--- src/rtl/sfpp_i2c_sequencer.sv ---
// Burst-read sequencer for the SFP+ management bus: drives the i2c_master_top Wishbone
// register file through pointer write, repeated START and LEN byte reads, with abort handling.
module sfpp_i2c_sequencer #(
  parameter logic [15:0] PRESCALE     = 16'd199,
  parameter int unsigned POLL_TIMEOUT = 65535
) (
  input  logic       clk,
  input  logic       rst_n,
  input  logic       start,
  input  logic [6:0] dev_addr,
  input  logic [7:0] reg_addr,
  input  logic [7:0] len,
  input  logic       mod_abs,
  output logic       busy,
  output logic       done,
  output logic       error,
  output logic [1:0] err_code,
  output logic       rd_valid,
  output logic [7:0] rd_data,
  output logic [7:0] rd_index,
  output logic [2:0] wbm_adr_o,
  output logic [7:0] wbm_dat_o,
  input  logic [7:0] wbm_dat_i,
  output logic       wbm_we_o,
  output logic       wbm_stb_o,
  output logic       wbm_cyc_o,
  input  logic       wbm_ack_i
);
  localparam logic [16:0] TMO = 17'(POLL_TIMEOUT);
  localparam int SR_RXACK = 7;
  localparam int SR_AL    = 5;
  localparam int SR_TIP   = 1;

  typedef enum logic [4:0] {
    S_IDLE, S_ABS, S_PRE_LO, S_PRE_HI, S_EN, S_TXA, S_CMDA, S_POLLA,
    S_TXR, S_CMDR, S_POLLR, S_TXA2, S_CMDA2, S_POLLA2, S_RDC, S_POLLD,
    S_RXR, S_STOP, S_POLLS, S_DIS
  } state_t;

  state_t      state_q, state_d;
  logic        busy_q, busy_d, done_q, done_d, error_q, error_d, abort_q, abort_d;
  logic [1:0]  err_q, err_d;
  logic        rd_valid_q, rd_valid_d;
  logic [7:0]  rd_data_q, rd_data_d, rd_index_q, rd_index_d;
  logic        cyc_q, cyc_d, we_q, we_d;
  logic [2:0]  adr_q, adr_d;
  logic [7:0]  dat_q, dat_d;
  logic [6:0]  dev_q, dev_d;
  logic [7:0]  reg_q, reg_d;
  logic [8:0]  len_q, len_d, cnt_q, cnt_d;
  logic [16:0] tmo_q, tmo_d;
  logic        acc_we, is_poll, last, timeout;
  logic [2:0]  acc_adr;
  logic [7:0]  acc_dat;

  assign last    = (cnt_q == len_q - 9'd1);
  assign timeout = (tmo_q >= TMO);
  assign is_poll = (state_q == S_POLLA) || (state_q == S_POLLR) || (state_q == S_POLLA2) ||
                   (state_q == S_POLLD) || (state_q == S_POLLS);
  assign tmo_d   = is_poll ? tmo_q + {16'd0, ~&tmo_q} : 17'd0;

  // Register access each state performs on the core
  always_comb begin
    acc_we  = 1'b1;
    acc_adr = 3'd4;
    acc_dat = 8'h00;
    case (state_q)
      S_PRE_LO:          begin acc_adr = 3'd0; acc_dat = PRESCALE[7:0]; end
      S_PRE_HI:          begin acc_adr = 3'd1; acc_dat = PRESCALE[15:8]; end
      S_EN:              begin acc_adr = 3'd2; acc_dat = 8'h80; end
      S_TXA:             begin acc_adr = 3'd3; acc_dat = {dev_q, 1'b0}; end
      S_CMDA, S_CMDA2:   acc_dat = 8'h90;
      S_TXR:             begin acc_adr = 3'd3; acc_dat = reg_q; end
      S_CMDR:            acc_dat = 8'h10;
      S_TXA2:            begin acc_adr = 3'd3; acc_dat = {dev_q, 1'b1}; end
      S_RDC:             acc_dat = last ? 8'h68 : 8'h20;
      S_STOP:            acc_dat = 8'h40;
      S_DIS:             acc_adr = 3'd2;
      S_RXR:             begin acc_we = 1'b0; acc_adr = 3'd3; end
      S_POLLA, S_POLLR, S_POLLA2, S_POLLD, S_POLLS: acc_we = 1'b0;
      default: ;
    endcase
  end

  always_comb begin
    state_d    = state_q;
    busy_d     = busy_q;
    done_d     = 1'b0;
    error_d    = 1'b0;
    err_d      = err_q;
    abort_d    = abort_q;
    rd_valid_d = 1'b0;
    rd_data_d  = rd_data_q;
    rd_index_d = rd_index_q;
    cyc_d      = cyc_q;
    we_d       = we_q;
    adr_d      = adr_q;
    dat_d      = dat_q;
    dev_d      = dev_q;
    reg_d      = reg_q;
    len_d      = len_q;
    cnt_d      = cnt_q;
    if (state_q == S_IDLE) begin
      if (start) begin
        busy_d  = 1'b1;
        err_d   = 2'd0;
        abort_d = 1'b0;
        dev_d   = dev_addr;
        reg_d   = reg_addr;
        len_d   = (len == 8'd0) ? 9'd256 : {1'b0, len};
        cnt_d   = 9'd0;
        state_d = mod_abs ? S_ABS : S_PRE_LO;
      end
    end else if (state_q == S_ABS) begin
      state_d = S_IDLE;
      busy_d  = 1'b0;
      error_d = 1'b1;
      err_d   = 2'd3;
    end else if (!cyc_q) begin
      // Launching only when the bus is idle leaves one dead cycle after every ack
      cyc_d = 1'b1;
      we_d  = acc_we;
      adr_d = acc_adr;
      dat_d = acc_dat;
    end else if (wbm_ack_i) begin
      cyc_d = 1'b0;
      we_d  = 1'b0;
      case (state_q)
        S_PRE_LO: state_d = S_PRE_HI;
        S_PRE_HI: state_d = S_EN;
        S_EN:     state_d = S_TXA;
        S_TXA:    state_d = S_CMDA;
        S_CMDA:   state_d = S_POLLA;
        S_TXR:    state_d = S_CMDR;
        S_CMDR:   state_d = S_POLLR;
        S_TXA2:   state_d = S_CMDA2;
        S_CMDA2:  state_d = S_POLLA2;
        S_RDC:    state_d = S_POLLD;
        S_STOP:   state_d = S_POLLS;
        S_POLLA, S_POLLR, S_POLLA2, S_POLLD: begin
          if (wbm_dat_i[SR_AL]) begin
            err_d = 2'd1; abort_d = 1'b1; state_d = S_DIS;
          end else if (!wbm_dat_i[SR_TIP]) begin
            if (state_q != S_POLLD && wbm_dat_i[SR_RXACK]) begin
              err_d = 2'd0; abort_d = 1'b1; state_d = S_STOP;
            end else begin
              case (state_q)
                S_POLLA:  state_d = S_TXR;
                S_POLLR:  state_d = S_TXA2;
                S_POLLA2: state_d = S_RDC;
                default:  state_d = S_RXR;
              endcase
            end
          end else if (timeout) begin
            err_d = 2'd2; abort_d = 1'b1; state_d = S_STOP;
          end
        end
        S_POLLS:  if (!wbm_dat_i[SR_TIP] || timeout) state_d = S_DIS;
        S_RXR: begin
          rd_valid_d = 1'b1;
          rd_data_d  = wbm_dat_i;
          rd_index_d = cnt_q[7:0];
          cnt_d      = cnt_q + 9'd1;
          state_d    = last ? S_DIS : S_RDC;
        end
        S_DIS: begin
          state_d = S_IDLE;
          busy_d  = 1'b0;
          done_d  = ~abort_q;
          error_d = abort_q;
        end
        default:  state_d = S_IDLE;
      endcase
    end
  end

  always_ff @(posedge clk or negedge rst_n) begin
    if (!rst_n) begin
      state_q    <= S_IDLE;
      busy_q     <= 1'b0;
      done_q     <= 1'b0;
      error_q    <= 1'b0;
      err_q      <= 2'd0;
      abort_q    <= 1'b0;
      rd_valid_q <= 1'b0;
      rd_data_q  <= 8'd0;
      rd_index_q <= 8'd0;
      cyc_q      <= 1'b0;
      we_q       <= 1'b0;
      adr_q      <= 3'd0;
      dat_q      <= 8'd0;
      dev_q      <= 7'd0;
      reg_q      <= 8'd0;
      len_q      <= 9'd0;
      cnt_q      <= 9'd0;
      tmo_q      <= 17'd0;
    end else begin
      state_q    <= state_d;
      busy_q     <= busy_d;
      done_q     <= done_d;
      error_q    <= error_d;
      err_q      <= err_d;
      abort_q    <= abort_d;
      rd_valid_q <= rd_valid_d;
      rd_data_q  <= rd_data_d;
      rd_index_q <= rd_index_d;
      cyc_q      <= cyc_d;
      we_q       <= we_d;
      adr_q      <= adr_d;
      dat_q      <= dat_d;
      dev_q      <= dev_d;
      reg_q      <= reg_d;
      len_q      <= len_d;
      cnt_q      <= cnt_d;
      tmo_q      <= tmo_d;
    end
  end

  assign busy      = busy_q;
  assign done      = done_q;
  assign error     = error_q;
  assign err_code  = err_q;
  assign rd_valid  = rd_valid_q;
  assign rd_data   = rd_data_q;
  assign rd_index  = rd_index_q;
  assign wbm_adr_o = adr_q;
  assign wbm_dat_o = dat_q;
  assign wbm_we_o  = we_q;
  assign wbm_stb_o = cyc_q;
  assign wbm_cyc_o = cyc_q;
endmodule

--- config.mk ---
export PLATFORM = sky130hd
export DESIGN_NAME = sfpp_i2c_sequencer
export DESIGN_NICKNAME = d
export VERILOG_FILES = /design/src/rtl/sfpp_i2c_sequencer.sv
export SDC_FILE = /design/constraint.sdc
export NUM_CORES = 1
export LEC_CHECK = 0
export BUFFER_PORTS_ARGS = -buffer_cell sky130_fd_sc_hd__clkbuf_2
export CAP_MARGIN = 10
export CELL_PAD_IN_SITES_DETAIL_PLACEMENT = 0
export CELL_PAD_IN_SITES_GLOBAL_PLACEMENT = 1
export CORE_AREA = 2 2 115 117
export CTS_BUF_LIST = sky130_fd_sc_hd__clkbuf_16
export DETAILED_ROUTE_END_ITERATION = 12
export DIE_AREA = 0 0 117 119
export PLACE_DENSITY = 0.84
export SYNTH_ARGS = -nofsm -noshare
export SYNTH_HDL_FRONTEND = slang
export SYNTH_SLANG_ARGS = --single-unit
--- constraint.sdc ---
create_clock -name clk -period 2.2 [get_ports clk]
set_input_delay 0.11 -clock clk [delete_from_list [all_inputs] [get_ports clk]]
set_output_delay 0.11 -clock clk [all_outputs]
set_load 0.005 [all_outputs]
==> key figures, run 1 <==
Status
  • Status: complete, no violations

Synthesis
  • Mapped Area: 4940 sq um
  • Post-synth ARST share: 100%
  • Synth Instances: 564
  • FF+latch count, synth: 91
  • Mapped Avg Cell Area: 8.76 sq um
  • Synth area leader: dfrtp_1
  • Mapped Nets: 604
  • Unique cell type count in the Yosys netlist: 74
  • YS warnings: 0
  • Main area contributors after synthesis: dfrtp_1 46%, nand2_1 11%, nor2_1 3.5%, a21oi_1 3.2%, xor2_1 2.8%
  • EDFF count, synth: 0
  • Sequential-to-total area share from yosys stat: 46.1%
  • Prevailing post-synth register cell: dfrtp_1
  • Yosys top cell area share: 46.1%

Global route
  • Antenna violations before repair: 0
  • Global-route wire length before repair: 20.9 mm
  • GRT Total Usage: 18.7%
  • Largest net degree at the start of global routing: 47
  • Vias in the first global route: 4,412
  • Grt ovf: 0

Power and ir drop
  • Pwr Density: 1210 nW/um^2
  • Tot Pwr: 7650 uW
  • Max VDD drop: 0.476 mV
  • Leakage: 0.00299 uW

CTS
  • Clock transition at path regs: 0.06 ns
  • CTS tree: done
  • Num Clock Sinks: 91
  • Number of CTS-inserted buffers: 9
  • Clock Path Buffers: 2
  • CTS Root Cell: clkbuf_16
  • H-tree depth: 3
  • Clk_lat worst skew: 0.34 ns

Detailed routing
  • Routed Antenna Nets: 0
  • First-pass DRT Iterations: 5
  • Wire per inst: 14.5 um
  • Number of vias in the routed layout: 4,451
  • DR iter-0 viols: 267
  • DRC: 0
  • Via density: 5.17
  • Total wire length: 12.5 mm

Layout
  • Final Core Density: 49.1%
  • FF+latch area: 2280 sq um
  • Layout filler cell count: 1,193
  • Final nets: 721
  • Final Instance Count excl. Fillers: 861
  • Share of post-route cells with drive strength above 1: 23.1%
  • Most common cell after layout, fill and taps aside: nand2_1
  • Multi-input logic area: 2520 sq um
  • Area Growth Syn to Fin: 27.9%
  • Post-route cell area: 6320 sq um
  • Commonest non-fill, non-tap cells in the layout: 147 x nand2_1, 86 x dfrtp_1, 70 x clkbuf_2, 45 x nor2_1, 38 x buf_4
  • Antenna cells: 0

Worst setup path
  • Critical path fanouts, max: 4
  • CP Launch Type: flip-flop
  • Critical Path Slowest Stage Cell: or4_4
  • CP endpoint kind: flip-flop
  • Cell Chain, Critical Path: buf_4 > or4_4 > nand3_2 > o311ai_4 > a2111oi_4 > nand2_2 > o31ai_1
  • Worst path arrival time: 2.38 ns
  • CP Class: reg2reg
  • CP required: 2.44 ns
  • CP max stage delay: 0.49 ns

STA
  • Relative slew margins: 59.4%
  • Hold Fails Final Rpt: 0
  • Worst-Margin Slew: 0.609 ns
  • Final Cycle Share: 96.9%
  • Slack of the critical path: 0.0675 ns
  • Fmax: 469 MHz
  • Fin. max-slew vios: 0
  • Final setup fails: 0
  • Clock Skews: 0.00833 ns
  • Fin crit period: 2.13 ns

Flow run
  • Max Cap Viol: 0

Placed design
  • RD Place Congestion: 0.897
  • # port buffers: 71
  • Post-DP HPWL: 8.59 mm
  • Total placed instance area: 5630 sq um
  • Worst slack, placed: 0.0734 ns
  • DP Cell Count: 814

Floorplan
  • Num ports: 72
  • Initial Utilization: 38.4%
  • Die Wd: 117 um
  • # rows: 42
  • Area of the core: 12,900 sq um
  • Die H: 119 um
  • DIE AREA: 13,900 sq um

Hold path
  • Worst Hold Class: in2reg
==> cells by family after synthesis <==
family / share of synthesized area [%]
buf+inv: 4.43
mux: 0.405
flops: 46.1
compound gates: 15.0
fa+ha+maj: 1.22
xor+xnor: 4.61
simple gates: 28.3
==> power by group <==
group	switching, uW	internal [uW]	total [uW]
clock	626	980	1610
sequential	497	2160	2660
combinational	1860	1520	3380
total	2990	4660	7650
==> worst max-delay path: cells and delay by family (launching register included) <==
family | cells | cell delay (ns)
simple gates | 3 | 0.75
compound gates | 3 | 0.72
flops | 1 | 0.42
buf+inv | 1 | 0.14
==> cell usage after synthesis, types with 8 or more instances <==
library cell    n
o21ai_1        11
nor3_1         11
clkbuf_1       18
nor2_1         46
xnor2_1        10
nor4_1          8
dfrtp_1        91
nor2b_1         9
o21ai_0        15
a21oi_1        32
xor2_1         16
and3_1          8
nand2_1       147
inv_1           9
nand4_1        11
nand3_1        14
==> flip-flops by register name, summed over array words and instances (netlist names), 3 cells and up <==
name and flops:
cnt_q 9, wbm_dat_o 8, dev_q 7, len_q 9
reg_q 8, rd_index 8, wbm_adr_o 3, tmo_q 17
rd_data 8, state_q 5
==> what timing repair did <==
action,in CTS,in global routing
setup buffers,0,4
hold endpoints to repair,71,0
endpoints found under the setup margin,0,21
resized for setup,0,20
hold buffers,28,0
==> metrics by stage <==
stage | setup TNS [ns] | hold slack [ns]
3_3_place_gp | 0 | 0.150
4_1_cts | 0 | 0.00600
3_5_place_dp | 0 | 0.164
2_1_floorplan | 0 | -0.186
6_report | 0 | 0.00863
5_1_grt | -0.0400 | 0.0264
==> worst paths after layout <==
| kind | slack (ns) | startpoint | cells past startpoint | endpoint |
|---|---|---|---|---|
| min in group asynchronous | 0.34 | rst_n | 2 | rd_data[4] |
| max | 0.07 | len_q[1] | 7 | wbm_dat_o[3] |
| max reg2reg | 0.07 | len_q[1] | 7 | wbm_dat_o[3] |
| min reg2reg | 0.43 | abort_q | 1 | done |
| max in group asynchronous | 1.24 | rst_n | 3 | state_q[3] |
| min | 0.009 | len[0] | 3 | len_q[0] |
==> layout make-up <==
type,instances,share of cell area (%)
clock buffers,9,3.56
clock inverters,6,1.29
inverters,10,0.594
multi-input cells,431,39.8
flip-flops and latches,91,36.1
well taps,176,3.48
repair buffers,138,15.1
==> metal layers <==
layer / GRT usage [%] / routed length, um
met1: 25.4 / 5440
met2: 29.8 / 6230
met3: 2.95 / 531
met4: 7.35 / 256
met5: 0 / 0
Note: power is estimated with default switching activity, not from simulation.
==> inputs of run 2 (changes only) <==
--- a/config.mk
+++ b/config.mk
@@ -9,11 +9,11 @@
 export CAP_MARGIN = 10
 export CELL_PAD_IN_SITES_DETAIL_PLACEMENT = 0
 export CELL_PAD_IN_SITES_GLOBAL_PLACEMENT = 1
-export CORE_AREA = 2 2 115 117
+export CORE_AREA = 2 2 105 127
 export CTS_BUF_LIST = sky130_fd_sc_hd__clkbuf_16
 export DETAILED_ROUTE_END_ITERATION = 12
-export DIE_AREA = 0 0 117 119
-export PLACE_DENSITY = 0.84
+export DIE_AREA = 0 0 107 129
+export PLACE_DENSITY = 0.85
 export SYNTH_ARGS = -nofsm -noshare
 export SYNTH_HDL_FRONTEND = slang
 export SYNTH_SLANG_ARGS = --single-unit
==> run 2 against run 1 <==
Against the previous run: global-route usage grew 0.19 points; sequential cell count is the same; core utilization grew 0.75 points; critical endpoint is now tmo_q[9].
==> key figures, run 2 (synthesized netlist as in run 1, its figures left out) <==
Global route
  • Global-route wire length before repair: 21.1 mm (+0.96%)
  • Antenna violations before repair: 0 (unchanged)
  • Largest net degree at the start of global routing: 57 (+21%)
  • GRT Total Usage: 18.9% (+0.19 points)
  • Grt ovf: 0 (unchanged)
  • Vias in the first global route: 4,487 (+1.7%)

Layout
  • Area Growth Syn to Fin: 26.7%
  • Commonest non-fill, non-tap cells in the layout: 147 x nand2_1, 88 x dfrtp_1, 70 x clkbuf_2, 46 x nor2_1, 35 x buf_4
  • Antenna cells: 0 (unchanged)
  • Final Instance Count excl. Fillers: 848 (-1.5%)
  • Most common cell after layout, fill and taps aside: nand2_1
  • Biggest register: tmo_q
  • Share of post-route cells with drive strength above 1: 22.7% (-0.40 points)
  • Largest registers: tmo_q x17, cnt_q x9, len_q x9
  • Final nets: 719 (-0.28%)
  • Flip-flop count of the largest register after layout: 17 (unchanged)

Power and ir drop
  • Reg power frac: 35.4% (+0.6 points)
  • Int Pwr: 4470 uW (-4.3%)
  • Max VDD drop: 0.432 mV (-9.2%)
  • Tot Pwr: 7520 uW (-1.7%)
  • Pwr Density: 1200 nW/um^2 (-0.71%)
  • Gate power share: 45.1% (+0.8 points)
  • Leakage: 0.00296 uW (-0.89%)
  • Switching Share: 40.6% (+1.6 points)
  • Clock share of power: 19.5% (-1.5 points)
  • Net switching power: 3050 uW (+2.3%)

STA
  • Relative slew margins: 64.7% (+5.3 points)
  • Final Cycle Share: 96.1% (-0.81 points)
  • Fin crit period: 2.11 ns (-0.0177 ns)
  • Fmax: 473 MHz (+0.84%)
  • Hold Fails Final Rpt: 0 (unchanged)
  • Final setup fails: 0 (unchanged)
  • Worst-Margin Slew: 0.525 ns (-0.0840 ns)
  • Clock Skews: 0.00691 ns (-0.00142 ns)
  • RSZ-0062 raised after global routing: yes
  • Fin. max-slew vios: 0 (unchanged)

Floorplan
  • Initial Utilization: 39.4% (+0.98 points)
  • DIE AREA: 13,800 sq um (-0.86%)
  • Die Wd: 107 um (-8.5%)
  • Area of the core: 12,600 sq um (-2.5%)
  • # rows: 45 (+7.1%)
  • Num ports: 72 (unchanged)
  • Die H: 129 um (+8.4%)

Detailed routing
  • DR iter-0 viols: 164 (-39%)
  • Number of vias in the routed layout: 4,504 (+1.2%)
  • Via density: 5.31 (+2.7%)
  • Routed Antenna Nets: 0 (unchanged)
  • Wire per inst: 14.9 um (+2.7%)
  • DRC: 0 (unchanged)
  • Total wire length: 12.6 mm (+1.2%)
  • First-pass DRT Iterations: 5 (unchanged)

Placed design
  • Post-DP HPWL: 8.92 mm (+3.9%)
  • # port buffers: 71 (unchanged)
  • RD Place Congestion: 0.906 (+0.99%)
  • DP Cell Count: 800 (-1.7%)

Worst setup path
  • CP Launch Type: flip-flop
  • Worst Setup SP: tmo_q[2]
  • Internal reg-to-reg setup slack: 0.09 ns (+0.02 ns)
  • RR Startpoint: tmo_q[2]
  • Cells on worst reg2reg path: 8 (+1)
  • Worst path arrival time: 2.34 ns (-0.04 ns)
  • CP required: 2.43 ns (about the same)
  • CP max stage delay: 0.43 ns (-0.06 ns)
  • R2r endpoint: tmo_q[9]
  • CP Class: reg2reg
  • Critical Path Sink: tmo_q[9]
  • Critical Path Slowest Stage Cell: dfrtp_1
  • CP endpoint kind: flip-flop
  • Critical path fanouts, max: 7 (+3)
  • Cell Chain, Critical Path: nand4_1 > nor4_2 > nand2_1 > ha_2 > and4_1 > nand3_1 > xor2_1 > nor2_1

CTS
  • Number of CTS-inserted buffers: 9 (unchanged)
  • Clock transition at path regs: 0.07 ns (about the same)
  • Clock Path Buffers: 2 (unchanged)
  • CTS tree: done
  • H-tree depth: 3 (unchanged)
  • CTS Root Cell: clkbuf_16
  • Clk_lat worst skew: 0.34 ns (about the same)
  • Num Clock Sinks: 91 (unchanged)

Hold path
  • Worst Hold Class: in2reg

Flow run
  • Max Cap Viol: 0 (unchanged)

Status
  • Status: complete, no violations
-- run 2: metrics by stage --
step / hold WS [ns] / util (%) / setup TNS (ns) / area, sq um / worst slack, ns
after floorplan: -0.186 / - / 0 / 4940 / 0.178
after global placement: 0.0983 / 44.7 / 0 / 5610 / 0.146
after detailed placement: 0.110 / 44.7 / 0 / 5610 / 0.0434
after CTS: 0.00658 / 49.1 / 0 / 6160 / 0.0259
after global routing: 0.0256 / 49.9 / -0.156 / 6260 / -0.0495
final: 0.0104 / 49.9 / 0 / 6260 / 0.0852
-- run 2: power by group through the flow --
| stage | Clock [uW] | Combinational (uW) | Sequential, uW |
|---|---|---|---|
| floorplan | 0 | 2330 | 2490 |
| global placement | 0 | 3170 | 2630 |
| detailed placement | 0 | 3240 | 2670 |
| CTS | 1500 | 3290 | 2640 |
| global route | 1580 | 3780 | 2720 |
| finish | 1470 | 3390 | 2660 |
-- run 2: repair_timing --
item,4_1_cts,5_1_grt
endpoints found under the hold margin,61,0
gates resized for setup,0,14
setup buffers,0,5
endpoints found under the setup margin,0,16
hold buffers,27,0
-- run 2: worst max-delay path: cells and delay by family (launching register included) --
kind	cells	cell delay, ns
flip-flops	1	0.43
AND/OR/NAND/NOR	6	1.16
XOR/XNOR	1	0.18
adder cells (fa/ha/maj)	1	0.22
-- run 2: worst min path at each step --
stage | cells past startpoint | slack [ns] | endpoint | start
after global placement | 1 | 0.1 | rd_data[6] | rst_n
after global routing | 3 | 0.03 | len_q[0] | len[0]
after CTS | 3 | 0.007 | len_q[0] | len[0]
after floorplan | 0 | -0.19 | abort_q | rst_n
final | 3 | 0.01 | len_q[0] | len[0]
after detailed placement | 1 | 0.11 | rd_data[2] | rst_n
-- run 2: routing by layer --
| layer | wire length, um | global-route usage (%) | vias up |
|---|---|---|---|
| met5 | 0 | 0 | - |
| met4 | 287 | 7.64 | 0 |
| met3 | 447 | 3.65 | 21 |
| met2 | 6510 | 32.9 | 119 |
| met1 | 5360 | 23.0 | 2183 |
| li1 | - | - | 2181 |
-- run 2: layout make-up --
type,instances,area (sq um)
clock buffer,9,225
clock inverter,7,58.8
fill,1178,6300
inverter,10,37.5
multi-input combinational,431,2500
sequential,91,2280
tap,164,205
timing repair buffer,136,955
